==> src/rtl/vga_scan_ctrl.sv <==
// vga_scan_ctrl -- raster scan controller for the 640x480@60 VGA output path.
//
// Produces the pixel coordinate (o_VGA_X/o_VGA_Y) that the visualizer renders.
// It then captures the visualizer's colour for that coordinate and presents it
// on the DAC pins together with sync and blank signals delayed to match.
//
// Ports:
//   i_clk, i_rst_n           clock, asynchronous active-low reset
//   i_pix_en                 pixel tick; all state advances only when 1
//   o_VGA_X, o_VGA_Y         live h/v counters (not pipelined)
//   i_VGA_R/G/B              renderer colour for o_VGA_X/Y, RGB_LAT ticks late
//   VGA_R/G/B                registered DAC colour, zero outside visible area
//   VGA_HS, VGA_VS           registered active-low syncs
//   VGA_BLANK_N              registered, 1 in the visible region
//   VGA_SYNC_N               tied 0
//   o_frame_start            1 while the outputs present (0,0) on a pixel tick
//
// Build option: define VGA_SCAN_TESTBARS_EN to ignore i_VGA_R/G/B and output
// eight 80-pixel-wide vertical colour bars instead.

module vga_scan_ctrl #(
  parameter int unsigned H_ACTIVE = 640,
  parameter int unsigned H_FP     = 16,
  parameter int unsigned H_SYNC   = 96,
  parameter int unsigned H_BP     = 48,
  parameter int unsigned V_ACTIVE = 480,
  parameter int unsigned V_FP     = 10,
  parameter int unsigned V_SYNC   = 2,
  parameter int unsigned V_BP     = 33,
  parameter int unsigned RGB_LAT  = 0
) (
  input  logic        i_clk,
  input  logic        i_rst_n,
  input  logic        i_pix_en,
  output logic [10:0] o_VGA_X,
  output logic [10:0] o_VGA_Y,
  input  logic [7:0]  i_VGA_R,
  input  logic [7:0]  i_VGA_G,
  input  logic [7:0]  i_VGA_B,
  output logic [7:0]  VGA_R,
  output logic [7:0]  VGA_G,
  output logic [7:0]  VGA_B,
  output logic        VGA_HS,
  output logic        VGA_VS,
  output logic        VGA_BLANK_N,
  output logic        VGA_SYNC_N,
  output logic        o_frame_start
);

  localparam int unsigned H_TOTAL = H_ACTIVE + H_FP + H_SYNC + H_BP;
  localparam int unsigned V_TOTAL = V_ACTIVE + V_FP + V_SYNC + V_BP;

  localparam logic [10:0] H_LAST   = 11'(H_TOTAL - 1);
  localparam logic [10:0] V_LAST   = 11'(V_TOTAL - 1);
  localparam logic [10:0] H_ACT    = 11'(H_ACTIVE);
  localparam logic [10:0] V_ACT    = 11'(V_ACTIVE);
  localparam logic [10:0] HS_FIRST = 11'(H_ACTIVE + H_FP);
  localparam logic [10:0] HS_LAST  = 11'(H_ACTIVE + H_FP + H_SYNC - 1);
  localparam logic [10:0] VS_FIRST = 11'(V_ACTIVE + V_FP);
  localparam logic [10:0] VS_LAST  = 11'(V_ACTIVE + V_FP + V_SYNC - 1);

  // Per-position status carried down the delay line.
  typedef struct packed {
    logic       active;
    logic       hs_n;
    logic       vs_n;
    logic       origin;   // position is (0,0): drives o_frame_start
`ifdef VGA_SCAN_TESTBARS_EN
    logic [2:0] bar;      // x/80, only meaningful while active
`endif
  } stat_t;

  logic [10:0] h_cnt_q, h_cnt_d;
  logic [10:0] v_cnt_q, v_cnt_d;
  stat_t       raw_st;
  stat_t       tap_st;
  stat_t       dl_q [RGB_LAT+1];
  logic [23:0] col_in;
  logic [23:0] rgb_d, rgb_q;

  // ---------------------------------------------------------------- counters
  always_comb begin
    h_cnt_d = h_cnt_q + 11'd1;
    v_cnt_d = v_cnt_q;
    if (h_cnt_q == H_LAST) begin
      h_cnt_d = '0;
      v_cnt_d = (v_cnt_q == V_LAST) ? '0 : v_cnt_q + 11'd1;
    end
  end

  always_ff @(posedge i_clk or negedge i_rst_n) begin
    if (!i_rst_n) begin
      h_cnt_q <= '0;
      v_cnt_q <= '0;
    end else if (i_pix_en) begin
      h_cnt_q <= h_cnt_d;
      v_cnt_q <= v_cnt_d;
    end
  end

  assign o_VGA_X = h_cnt_q;
  assign o_VGA_Y = v_cnt_q;

  // ------------------------------------------------------------ raw status
  always_comb begin
    raw_st        = '0;
    raw_st.active = (h_cnt_q < H_ACT) && (v_cnt_q < V_ACT);
    raw_st.hs_n   = !((h_cnt_q >= HS_FIRST) && (h_cnt_q <= HS_LAST));
    raw_st.vs_n   = !((v_cnt_q >= VS_FIRST) && (v_cnt_q <= VS_LAST));
    raw_st.origin = (h_cnt_q == '0) && (v_cnt_q == '0);
`ifdef VGA_SCAN_TESTBARS_EN
    raw_st.bar    = 3'(h_cnt_q / 11'd80);
`endif
  end

  // -------------------------------------------------------------- delay line
  // dl_q[RGB_LAT] is the output stage; it updates on the same edge as the
  // colour register, so both take their input from the stage just before it
  // (or straight from the counters when the renderer has no extra latency).
  always_ff @(posedge i_clk or negedge i_rst_n) begin
    if (!i_rst_n) begin
      for (int unsigned i = 0; i <= RGB_LAT; i++) begin
        dl_q[i]      <= '0;
        dl_q[i].hs_n <= 1'b1;
        dl_q[i].vs_n <= 1'b1;
      end
    end else if (i_pix_en) begin
      dl_q[0] <= raw_st;
      for (int unsigned i = 1; i <= RGB_LAT; i++) begin
        dl_q[i] <= dl_q[i-1];
      end
    end
  end

  if (RGB_LAT == 0) begin : g_tap_raw
    assign tap_st = raw_st;
  end else begin : g_tap_dly
    assign tap_st = dl_q[RGB_LAT-1];
  end

  // ------------------------------------------------------------ colour path
`ifdef VGA_SCAN_TESTBARS_EN
  // Bar order white, yellow, cyan, green, magenta, red, blue, black: each
  // channel is the inverse of one bit of the bar index.
  assign col_in = {{8{~tap_st.bar[1]}}, {8{~tap_st.bar[2]}}, {8{~tap_st.bar[0]}}};

  logic unused_rgb;
  assign unused_rgb = ^{i_VGA_R, i_VGA_G, i_VGA_B};
`else
  assign col_in = {i_VGA_R, i_VGA_G, i_VGA_B};
`endif

  always_comb begin
    rgb_d = '0;
    if (tap_st.active) rgb_d = col_in;
  end

  always_ff @(posedge i_clk or negedge i_rst_n) begin
    if (!i_rst_n) begin
      rgb_q <= '0;
    end else if (i_pix_en) begin
      rgb_q <= rgb_d;
    end
  end

  // ----------------------------------------------------------------- outputs
  assign VGA_R         = rgb_q[23:16];
  assign VGA_G         = rgb_q[15:8];
  assign VGA_B         = rgb_q[7:0];
  assign VGA_HS        = dl_q[RGB_LAT].hs_n;
  assign VGA_VS        = dl_q[RGB_LAT].vs_n;
  assign VGA_BLANK_N   = dl_q[RGB_LAT].active;
  assign VGA_SYNC_N    = 1'b0;
  // Gated by i_pix_en so the pulse lasts one i_clk cycle even when the
  // outputs hold (0,0) across several enable-low cycles.
  assign o_frame_start = i_pix_en & dl_q[RGB_LAT].origin;

endmodule
==> config.mk <==
export PLATFORM = sky130hd
export DESIGN_NAME = vga_scan_ctrl
export DESIGN_NICKNAME = d
export VERILOG_FILES = /design/src/rtl/vga_scan_ctrl.sv
export SDC_FILE = /design/constraint.sdc
export NUM_CORES = 1
export LEC_CHECK = 0
export CAP_MARGIN = 15
export CELL_PAD_IN_SITES_DETAIL_PLACEMENT = 0
export CELL_PAD_IN_SITES_GLOBAL_PLACEMENT = 1
export CORE_AREA = 8 8 91 93
export CTS_CLUSTER_DIAMETER = 200
export DETAILED_ROUTE_END_ITERATION = 7
export DIE_AREA = 0 0 99 101
export PLACE_DENSITY_LB_ADDON = 0.15
export SYNTH_ARGS = -nofsm -noshare
export SYNTH_HDL_FRONTEND = slang
export SYNTH_SLANG_ARGS = --single-unit
==> constraint.sdc <==
create_clock -name i_clk -period 2.6 [get_ports i_clk]
set_clock_uncertainty 0.2 [all_clocks]
set_input_delay 0.39 -clock i_clk [delete_from_list [all_inputs] [get_ports i_clk]]
set_output_delay 0.39 -clock i_clk [all_outputs]
set_load 0.005 [all_outputs]
# Word-level counts from Yosys, hierarchy flattened
# Cells that the tools add are included.
# classes
n_eq_ne	2
muxes	3
bitwise_logic	1
n_lt_le_gt_ge	6
n_reduce_logical	9
addsub	2
# ops
operator	n
two-way mux 24 bit	1
adder 11 x 1 -> 11 bit (second input constant)	2
equality test 11 x 10 -> 1 bit (second input constant)	2
zero test 11 bit	2
two-way mux 11 bit	2
greater-or-equal comparator 11 x 10 -> 1 bit (second input constant)	1
greater-or-equal comparator 11 x 9 -> 1 bit (second input constant)	1
less-or-equal comparator 11 x 10 -> 1 bit (second input constant)	1
less-or-equal comparator 11 x 9 -> 1 bit (second input constant)	1
less-than comparator 11 x 10 -> 1 bit (second input constant)	1
less-than comparator 11 x 9 -> 1 bit (second input constant)	1
logical AND 1 bit	4
zero test 1 bit	2
AND reduction 2 bit	1
AND 1 bit	1
# totals
reg_bits	50
in_bits	27
output_inout_bits	51

# Logic depth before layout (Yosys ltp)
# depth
word_depth	3
depth_mapped	7

# Least setup slack after synthesis
# Ideal clock, no wire load.
# synth_timing
kind	reg-to-reg
from	reg h_cnt_q[7], in the netlist o_VGA_X[7]
to	reg v_cnt_q[0], in the netlist o_VGA_Y[0]
slack_ps	531
t_arrival_ps	1744
t_required_ps	2275
synth_period_minus_slack_ps	2069
stages_incl_launch_ff	5
cell_sequence	dfrtp_1 > or3_1 > buf_2 > or4_4 > mux2_4
# synth_between
elab_chain_cells	2
# synth_rtl
item	line	text
from (decl)	73	logic [10:0] h_cnt_q, h_cnt_d;
from (signal assigned)	96	h_cnt_q <= h_cnt_d;
equality test 11 x 10 -> 1 bit	85	if (h_cnt_q == H_LAST) begin
AND reduction 2 bit (no source line)	n/a	
to (signal assigned)	97	v_cnt_q <= v_cnt_d;
to (decl)	74	logic [10:0] v_cnt_q, v_cnt_d;
# Every way passes these cells.
# A chain may end at the register's enable or synchronous reset.

# Worst setup path after layout
# layout_timing
from	in i_pix_en
to	out o_frame_start
# layout_between
elab_chain_cells	1
# layout_rtl
item	line	text
from (decl)	34	input logic i_pix_en,
AND 1 bit	176	assign o_frame_start = i_pix_en & dl_q[RGB_LAT].origin;
to (decl)	47	output logic o_frame_start
# Every way passes these cells.

==> summary.md <==
| Metric | Value |
|---|---|
| TritonCTS clock tree | built |
| Post-CTS Setup Repair Bufs | 0 |
| Max H-tree Level | 2 |
| Max FO, Critical Path | 6 |
| DRT antenna net count | 0 |
| Starting DRT DRC Count | 45 |
| Core area | 6940 µm² |
| Reg power frac | 54.5% |
| Synth Flop Type | dfrtp_1 |
| Number of max-cap violations | 0 |
| Worst Hold Class | register to register |
| Grt ovf | 0 |
| Gate power share | between 10% and 20% |
| Final setup viols | 0 |
| Unique masters post-synth | 46 |
| Initial core utilization | about a third |
| Most common cell in the netlist | dfrtp_1 |
| Highest Clock Rate | about 440 MHz |
| Period utilisation layout | around 87% |
| Rel. slew slack | 60.4% |
| Final #Nets | between 300 and 400 |
| Tmin final | around 2300 ps |
| Placer Congestion | just under 0.8 |
| TritonRoute pass-1 iters | 4 |
| Top cell type's share of synthesized area | about half |
| CP startpoint kind | primary input |
| Net Switching | between 0.4 and 0.5 mW |
| # diodes | 0 |
| Clock Path Buffers | 2 |
| Floorplan row count | 31 |
| Fraction of final layout cells with drive strength greater than 1 | 8.25% |
| Ports | a little under 80 |
| DRC | 0 |
| Most frequent cells after synthesis | dfrtp_1 (48), a22o_1 (30), nand2_1 (13), nor2_1 (13), nand3_1 (10) |
| Final WL | 6470 µm |
| GRT Total Usage | about an eighth |
| Die ar. | 10000 µm² |
| Placed cell count | 364 |
| Area grow syn2layout | 41.9% |
| Initial antenna violation count | 0 |
| Clk pwr share | slightly below 30% |
| Cell accounting for the most synthesized area | dfrtp_1 |
| Syn Nets | around 240 |
| Status | finished clean |
| Worst VDD drop | about 260 µV |
| Port bufs | 76 |
| Critical Path RT | approximately 2000 ps |
| Die Y | 101 µm |
| Pwr Density | 494 nW/µm² |
| Final-report hold violation count | 0 |
| Vias | ~2000 |
| # resized after CTS | 0 |
| Num CTS Buffers | 5 |
| Post-CTS Hold Buffers | 1 |
| Largest net degree at the start of global routing | 27 |
| Fin. max-slew vios | 0 |
| CP Class | primary input to primary output |
| Setup TNS | 0 ps |
| Area of the mapped netlist | 2330 µm² |
| Die Wd | approximately 99 µm |
| Pint | 1.18 mW |
| Syn Inst Count | approximately 210 |
| Reg clk slew, reported paths | ~100 ps |
| Sequential element share of the synthesized area | between 50 and 60% |
| Sw Share | approximately 28% |
| CTS Sinks | 50 |
| Unrepaired setup endpoints after global routing | no |
| Asr flop ratio synth | between 90% and 100% |
| Wire per inst | 17.3 µm |
| Vias in the first global route | approximately 1900 |
| YS warnings | 0 |
| First-pass GRT wire length | around 11000 µm |
| Root Buffer | clkbuf_8 |
| Type of destination of the critical path | primary output |
| Final HPWL DP | 4720 µm |
| Worst-margin pin slew | 594 ps |
| Post-synth EDFFs | 0 |
| Post-synthesis area per instance | 11.1 µm² |
| Synth Register Bits | 50 |
| Worst hold margin | approximately 280 ps |
| Worst Path Arrival | around 1700 ps |
| Clk_lat worst skew | 300 ps |
| Synth area leaders | dfrtp_1 (51%), a22o_1 (11%), dfstp_2 (2.3%) |
| Via density per instance | between 5 and 6 |
| Finished Layout Cells | around 370 |
| Lkg Pwr | ~1.4 nW |
-- stage by stage --
| stage | setup slack (ps) | cell area, µm² | total power [mW] | util [%] |
|---|---|---|---|---|
| 2_1_floorplan | 531 | 2330 | 1.01 | - |
| 3_3_place_gp | 285 | 3210 | 1.18 | 46.2 |
| 3_5_place_dp | 238 | 3210 | 1.18 | 46.2 |
| 4_1_cts | 329 | 3310 | 1.67 | 47.7 |
| 5_1_grt | 233 | 3310 | 1.73 | 47.7 |
| 6_report | 337 | 3310 | 1.64 | 47.7 |
-- cell type report --
| class | instances | area (µm²) |
|---|---|---|
| clock buffers | 6 | 82.6 |
| clock inverters | 2 | 12.5 |
| fillers | 661 | 3630 |
| inverters | 8 | 30.0 |
| multi-input cells | 142 | 995 |
| flip-flops and latches | 50 | 1250 |
| well taps | 82 | 103 |
| repair buffers | 83 | 836 |
-- sequential cells by signal, summed over array words and instances, names as in the netlist --
| signal | cells |
|---|---|
| VGA_VS | 1 |
| dl_q | 1 |
| VGA_HS | 1 |
| o_VGA_Y | 11 |
| VGA_BLANK_N | 1 |
| rgb_q | 24 |
| o_VGA_X | 11 |
-- cell families (layout without fill, tap and decap cells) --
family / count (synthesis) / in the layout / synth area share (%)
compound gates: 54 / 54 / 17.5
fa+ha+maj: 4 / 4 / 2.14
xor+xnor: 9 / 9 / 3.38
mux: 2 / 2 / 1.07
flops: 50 / 50 / 53.7
other cells: 1 / 1 / 0.161
buf+inv: 19 / 99 / 3.65
simple gates: 72 / 72 / 18.4
-- power groups by stage --
stage                     clock network, mW  registers, mW  logic [mW]
after global routing                  0.528          0.903       0.296
after detailed placement                  0          0.908       0.270
after global placement                    0          0.907       0.268
after floorplan                           0          0.882       0.127
final                                 0.480          0.891       0.265
after CTS                             0.504          0.894       0.272
-- cell usage in the layout (no fill, tap or decap), types with 2 or more instances in the layout --
master,count
nor3_1,7
nand2_1,13
clkbuf_8,6
buf_12,2
dfstp_2,2
o21a_1,2
and3_1,4
nand4_1,5
o31ai_1,3
ha_1,4
xnor2_1,5
dfrtp_1,48
o21ai_1,5
clkdlybuf4s50_1,75
buf_4,4
nand3_1,10
a31oi_1,2
nor4_1,5
o21ai_0,7
a22o_1,30
inv_1,7
nor2_1,13
xor2_1,4
-- critical path, cell delays in order --
cell	delay, ps
clkdlybuf4s50_1	590
and2_1	190
clkdlybuf4s50_1	510
-- worst paths after layout --
check | from | end | slack (ps) | cells after the start
hold reg to reg | dl_q[0]$_DFFE_PN0P_ | dl_q[0]$_DFFE_PN0P_ | 280 | 2
hold / removal | dl_q[0]$_DFFE_PN0P_ | dl_q[0]$_DFFE_PN0P_ | 280 | 2
setup / recovery | i_pix_en | o_frame_start | 340 | 3
setup reg to reg | o_VGA_Y[0]$_DFFE_PN0P_ | o_VGA_Y[4]$_DFFE_PN0P_ | 380 | 6
min in group asynchronous | i_rst_n | rgb_q[18]$_DFFE_PN0P_ | 420 | 2
max in group asynchronous | i_rst_n | VGA_HS$_DFFE_PN1P_ | 1150 | 3
-- metal layers --
metal / GRT usage, % / share of wire [%]
met1: 18.5 / 50
met4: 3.19 / 0.88
met5: 0 / 0
met3: 3.94 / 6.6
met2: 19.8 / 43
Power figures use the tool's default switching activity.
